==> src/rtl/cam_capture.sv <==
// Parallel camera capture: assembles RGB565 pixels from byte pairs and writes them to a frame buffer.
// Optional line-length checker is enabled with the CAPTURE_LINE_CHECK_EN macro.
module cam_capture #(
  parameter int unsigned FBUF_DEPTH = 307200,
  parameter int unsigned H_ACTIVE   = 640
) (
  input  logic        i_p_clk,
  input  logic        i_rst,
  input  logic        i_enable,
  input  logic        i_vsync,
  input  logic        i_href,
  input  logic [7:0]  i_data,
  output logic        o_wr,
  output logic [18:0] o_waddr,
  output logic [15:0] o_wdata,
  output logic        o_frame_done,
  output logic [7:0]  o_frame_count
`ifdef CAPTURE_LINE_CHECK_EN
  ,
  output logic        o_line_err
`endif
);

  localparam logic [18:0] LastAddr = 19'(FBUF_DEPTH - 1);

  typedef enum logic [1:0] {StIdle, StSync, StCapture} state_e;

  state_e      state_q, state_d;
  logic        s1_vsync, s1_href;
  logic [7:0]  s1_data;
  logic        vsync_prev;
  logic        phase_q;
  logic [7:0]  hi_q;
  logic [18:0] addr_q;
  logic        vs_fall, vs_rise;
  logic        frame_start, frame_end;
  logic        capturing;

  always_ff @(posedge i_p_clk or posedge i_rst) begin
    if (i_rst) begin
      s1_vsync   <= 1'b0;
      s1_href    <= 1'b0;
      s1_data    <= 8'd0;
      vsync_prev <= 1'b0;
      state_q    <= StIdle;
    end else begin
      s1_vsync   <= i_vsync;
      s1_href    <= i_href;
      s1_data    <= i_data;
      vsync_prev <= s1_vsync;
      state_q    <= state_d;
    end
  end

  assign vs_fall   = vsync_prev & ~s1_vsync;
  assign vs_rise   = ~vsync_prev & s1_vsync;
  assign capturing = (state_q == StCapture);

  always_comb begin
    state_d     = state_q;
    frame_start = 1'b0;
    frame_end   = 1'b0;
    unique case (state_q)
      StIdle: begin
        if (i_enable) state_d = StSync;
      end
      StSync: begin
        if (vs_fall) begin
          state_d     = StCapture;
          frame_start = 1'b1;
        end
      end
      StCapture: begin
        // Enable is only sampled at frame end so a frame is never cut short.
        if (vs_rise) begin
          frame_end = 1'b1;
          state_d   = i_enable ? StSync : StIdle;
        end
      end
      default: state_d = StIdle;
    endcase
  end

  always_ff @(posedge i_p_clk or posedge i_rst) begin
    if (i_rst) begin
      phase_q       <= 1'b0;
      hi_q          <= 8'd0;
      addr_q        <= 19'd0;
      o_wr          <= 1'b0;
      o_waddr       <= 19'd0;
      o_wdata       <= 16'd0;
      o_frame_done  <= 1'b0;
      o_frame_count <= 8'd0;
    end else begin
      o_wr         <= 1'b0;
      o_frame_done <= frame_end;
      if (frame_end) o_frame_count <= o_frame_count + 8'd1;

      if (frame_start) begin
        addr_q  <= 19'd0;
        phase_q <= 1'b0;
      end else if (!capturing || !s1_href) begin
        phase_q <= 1'b0;
      end else if (!phase_q) begin
        hi_q    <= s1_data;
        phase_q <= 1'b1;
      end else begin
        phase_q <= 1'b0;
        // A pixel completing on the vsync rising edge belongs to no frame; drop it.
        if (!vs_rise) begin
          o_wr    <= 1'b1;
          o_wdata <= {hi_q, s1_data};
          o_waddr <= addr_q;
          addr_q  <= (addr_q == LastAddr) ? 19'd0 : addr_q + 19'd1;
        end
      end
    end
  end

`ifdef CAPTURE_LINE_CHECK_EN
  logic        href_prev;
  logic [15:0] line_cnt_q;
  logic        pix_done;

  assign pix_done = capturing & s1_href & phase_q & ~vs_rise;

  always_ff @(posedge i_p_clk or posedge i_rst) begin
    if (i_rst) begin
      href_prev  <= 1'b0;
      line_cnt_q <= 16'd0;
      o_line_err <= 1'b0;
    end else begin
      href_prev <= s1_href;
      if (!capturing) begin
        line_cnt_q <= 16'd0;
      end else if (href_prev && !s1_href) begin
        // A dangling odd byte (phase still set) also marks the line as malformed.
        if (line_cnt_q != 16'(H_ACTIVE) || phase_q) o_line_err <= 1'b1;
        line_cnt_q <= 16'd0;
      end else if (pix_done && line_cnt_q != 16'hFFFF) begin
        line_cnt_q <= line_cnt_q + 16'd1;
      end
    end
  end
`endif

endmodule

==> config.mk <==
export PLATFORM = sky130hd
export DESIGN_NAME = cam_capture
export DESIGN_NICKNAME = d
export VERILOG_FILES = /design/src/rtl/cam_capture.sv
export SDC_FILE = /design/constraint.sdc
export NUM_CORES = 1
export LEC_CHECK = 0
export CORE_MARGIN = 1.5
export CORE_UTILIZATION = 50
export CTS_BUF_LIST = sky130_fd_sc_hd__clkbuf_16
export DETAILED_ROUTE_END_ITERATION = 8
export PLACE_DENSITY = 0.72
export SYNTH_ARGS = -nofsm -noshare
export SYNTH_HDL_FRONTEND = slang
export SYNTH_SLANG_ARGS = --single-unit
==> constraint.sdc <==
create_clock -name i_p_clk -period 5.05 [get_ports i_p_clk]
set_input_delay 1.2625 -clock i_p_clk [delete_from_list [all_inputs] [get_ports i_p_clk]]
set_output_delay 1.2625 -clock i_p_clk [all_outputs]
set_load 0.02 [all_outputs]
---- Word level (Yosys, flattened, before mapping) ----
Index checks and enable logic that the tools add are counted.
W data, S select, Z words.
cells by class
  $add $sub $neg .......................... 2
  equal/unequal tests ..................... 8
  mux-type cells .......................... 21
  bitwise logic cells ..................... 8
  reduce and logical (&&, ||, !) cells .... 9
operators by type and width
  operator                 count
  $mux W19                 5
  $add A19 B1 Y19 const B  1
  $eq A19 B19 Y1 const B   1
  $mux W1                  12
  $reduce_and A3 Y1        3
  $add A8 B1 Y8 const B    1
  $ne A2 B2 Y1 const B     4
  $mux W2                  3
  $not A1 Y1               6
  $pmux W2 S3              1
  $reduce_and A4 Y1        1
  $and A1 B1 Y1            2
  $eq A2 B1 Y1 const B     1
  $eq A2 B2 Y1 const B     1
  $logic_not A1 Y1         2
  $logic_not A2 Y1         1
  $ne A2 B1 Y1 const B     1
  $reduce_bool A2 Y1       1
  $logic_or A1 B1 Y1       1
storage, ports and cells
  register bits after elaboration ......... 86
  bits of input ports ..................... 13
  output and inout bits ................... 45
  logic and storage cells ................. 61

---- Longest topological paths before layout ----
  depth in word-level cells ............... 6
  depth in mapped cells ................... 7
  mapped depth without buffers ............ 6

---- Worst setup path before layout ----
No wires, ideal clock.
  kind .................................... reg-to-reg
  start point ............................. register addr_q[0]
  end point ............................... register addr_q[15]
  setup time .............................. 0.069 ns
  arrival ................................. 1.679 ns
  data required time ...................... 4.981 ns
  setup slack ............................. 3.302 ns
  stages on the path, launching flop included .. 7
  path buffers ............................ 0
  period minus slack after synthesis ...... 1.748 ns
  cells stage by stage .................... dfrtp_1 ha_1 nand3_2 nor3_2 a21o_1 or4_1 nand3_1
on the way
  cells in the longest elaborated chain, start to end .. 6
  elaborated cells between the ends (all ways) .. 7
  classes of those cells .................. add/sub: 1; eq/ne: 1; mux: 5
RTL lines
  element                                            RTL line  text
  start, declared                                    34        logic [18:0] addr_q;
  start signal, assigned                             114       addr_q <= (addr_q == LastAddr) ? 19'd0 : addr_q + 19'd1;
  $add A19 B1 Y19 or $eq A19 B19 Y1 (tied branches)  114
  $mux W19 *                                         114
  $mux W19 *                                         110       if (!vs_rise) begin
  $mux W19 *                                         104       end else if (!phase_q) begin
  $mux W19 *                                         102       end else if (!capturing || !s1_href) begin
  $mux W19 *                                         99        if (frame_start) begin
Mark *: on every way between the ends. The rest lies on a longest branch, timed or not. The select of a mux whose other input is x is not followed.
A chain may end at the register's enable or synchronous reset.

---- Worst setup path after layout ----
  start point ............................. register o_frame_count[3]
  end point ............................... output o_frame_count[3]
RTL lines
  element                 RTL line  text
  start, declared         17        output logic [7:0] o_frame_count
  start signal, assigned  97        if (frame_end) o_frame_count <= o_frame_count + 8'd1;
No word-level cell between the ends.

==> impl_metrics.json <==
{
  "synth_flop_cell": "dfrtp_1",
  "coreArea_um2": 6794,
  "routed_wl_um": 6800,
  "htreeDepth": 3,
  "setup_tns_ps": 0,
  "intPower_w": 0.001271,
  "finClkSkew_ps": 6.824,
  "worstSetupEndpointType": "output port",
  "portBuffers": 57,
  "design_area_um2": 4469,
  "post_cts_resized": 0,
  "critPathMaxFanout": 5,
  "critPathLaunchType": "register",
  "dp_hpwl_um": 4233,
  "p_per_area_nw_per_um2": 370.3,
  "synth_nets": 352,
  "status": "finished, final reports clean",
  "syn_area_um2": 3503,
  "p_sw_w": 0.0003837,
  "p_sw_share_pct": 23.19,
  "slowest_delay_ps": 630,
  "start_util_pct": 51.57,
  "crit_path_top_delay_cell": "clkdlybuf4s50_1",
  "final_cell_mix": "129 x nand2_1, 86 x dfrtp_1, 57 x clkdlybuf4s50_1",
  "grt_pass1_wl_um": 11390,
  "ys_types": 49,
  "crit_family": "buffers and inverters",
  "drc": 0,
  "globalRouteOverflowTotal": 0,
  "power_frac_comb_pct": 10.8,
  "vias_per_cell": 5.123,
  "placed_area_um2": 4165,
  "power_frac_seq_pct": 48.2,
  "crit_chain": "clkdlybuf4s50_1",
  "slew_viol_final": 0,
  "tightest_slew_ps": 1062,
  "p_leak_nw": 2.119,
  "io-pin-count": 58,
  "fin_crit_sh_pct": 52.40,
  "antenna_cells": 0,
  "critical_path_class": "reg -> out",
  "clkTransAtPathRegs_ps": 60,
  "grt_setup_unrepaired": "no",
  "vias": 2541,
  "layout_commonest_cell": "nand2_1",
  "cts_tree": "yes",
  "whs_ps": 410.5,
  "pre_cts_slack_ps": 2251,
  "max_clock_freq_ghz": 0.3779,
  "drv_cap": 0,
  "final_hold_viol_count": 0,
  "grt_pass1_vias": 2349,
  "required_ps": 3790,
  "synthCells": 337,
  "syn_avg_cell_area_um2": 10.40,
  "wl_per_cell_um": 13.71,
  "die_y_um": 86.71,
  "dieArea_um2": 7518,
  "grt_max_degree": 64,
  "num-nets-final": 411,
  "setup_viol_count_final": 0,
  "cts_hold_buf": 0,
  "synth-edff-count": 0,
  "place.gp.congestion": 0.7695,
  "ant_nets": 0,
  "min_path_type": "reg -> reg",
  "vdd_drop_max_uv": 207.9,
  "rows": 30,
  "dr.pass1.iters": 4,
  "ys_seq_area_share_pct": 61.43,
  "track_usage_pct": 19.75,
  "antenna_found_initial": 0,
  "cts_buffers": 9,
  "fin_crit_ps": 2646,
  "yosysWarningCount": 0,
  "async_flop_share_pct": 100.0,
  "cp_num_buf_inv": 1,
  "clockRootBuffer": "clkbuf_16",
  "post_cts_buffers": 0,
  "arrival_ps": 1380,
  "clkPwrFrac_pct": 41.0,
  "clk_latency_ps": 330,
  "slew_headroom_pct": 29.21,
  "drtIter0Drc": 173,
  "die_w_um": 86.71,
  "area_growth_pct": 27.57,
  "cts_sinks": 86,
  "fin_ws_ps": 2404,
  "drive_gt1_share_pct": 9.250,
  "ys_ff_latch": 86,
  "clk_path_buf_depth": 2
}
-- worst register-to-register path, cell delays in order, from the launching register on --
cell,delay [ps]
dfrtp_1,380
nand2b_1,200
nand4_1,120
buf_4,440
clkinv_1,510
buf_4,380
nand2_1,110
nand2_1,50
-- cells in the mapped netlist (all sizes together), types with 5 or more instances --
master / instances / share of area [%]
nand2: 129 / 14
dfrtp: 86 / 61
nand3: 13 / 2.4
o21ai: 13 / 1.9
mux2: 9 / 2.9
nor2: 9 / 1.0
buf: 7 / 0.96
a31oi: 6 / 1.1
xnor2: 6 / 1.5
clkbuf: 5 / 0.54
nand4: 5 / 1.3
nor3: 5 / 0.86
-- flip-flops by register name, summed over array words and instances (netlist names) --
| name | cells |
|---|---|
| hi_q | 8 |
| o_wr | 1 |
| o_waddr | 19 |
| state_q | 2 |
| s1_vsync | 1 |
| vsync_prev | 1 |
| addr_q | 19 |
| o_frame_count | 8 |
| phase_q | 1 |
| s1_href | 1 |
| o_frame_done | 1 |
| o_wdata | 16 |
| s1_data | 8 |
-- layer usage --
layer,GRT usage (%),wire (um),up-vias,share of wire [%]
met5,0,0,-,0
met2,31.18,3179,65,47
met4,6.598,64,0,0.94
met3,5.810,343,6,5.0
met1,26.28,3213,1220,47
li1,-,-,1250,-
-- final timing paths --
check | startpoint | to | slack (ps) | cells past startpoint
setup / recovery | o_frame_count[3] | o_frame_count[3] | 2400 | 1
hold / removal | s1_vsync | vsync_prev | 410 | 0
min in group asynchronous | i_rst | o_wdata[14] | 1470 | 2
hold reg to reg | s1_vsync | vsync_prev | 410 | 0
max in group asynchronous | i_rst | o_frame_done | 2680 | 3
setup reg to reg | vsync_prev | o_waddr[11] | 2760 | 7
-- area by class of cell --
| type | count | area, um^2 |
|---|---|---|
| tap | 96 | 120.1 |
| inverter | 4 | 16.27 |
| multi-input combinational | 235 | 1284 |
| fill | 519 | 2325 |
| sequential | 86 | 2152 |
| timing repair buffer | 60 | 593.1 |
| clock buffer | 9 | 225.2 |
| clock inverter | 6 | 78.83 |
-- power by group through the flow --
stage / Clock (W) / Combinational, W / Sequential [W]
finish: 0.000678 / 0.000179 / 0.000798
global route: 0.000726 / 0.000197 / 0.000808
CTS: 0.000690 / 0.000184 / 0.000799
detailed placement: 0 / 0.000182 / 0.000808
global placement: 0 / 0.000176 / 0.000808
floorplan: 0 / 0.0000863 / 0.000825
-- stage by stage --
stage               utilization, %  total power [W]  instances
floorplan                        -        0.0009115        337
global placement             61.31        0.0009831        481
detailed placement           61.31        0.0009901        481
CTS                          65.78         0.001672        496
global route                 65.78         0.001732        496
finish                       65.78         0.001655        496
-- cell families after synthesis --
| group | after synthesis | share of synthesized area, % |
|---|---|---|
| adder cells (fa/ha/maj) | 2 | 0.7142 |
| flip-flops | 86 | 61.43 |
| buffers and inverters | 16 | 1.928 |
| XOR/XNOR | 10 | 2.500 |
| multiplexers | 9 | 2.893 |
| AND/OR/NAND/NOR | 178 | 23.96 |
| AO/OA/AOI/OAI | 36 | 6.572 |
No activity file was read; power rests on OpenSTA's default activity.
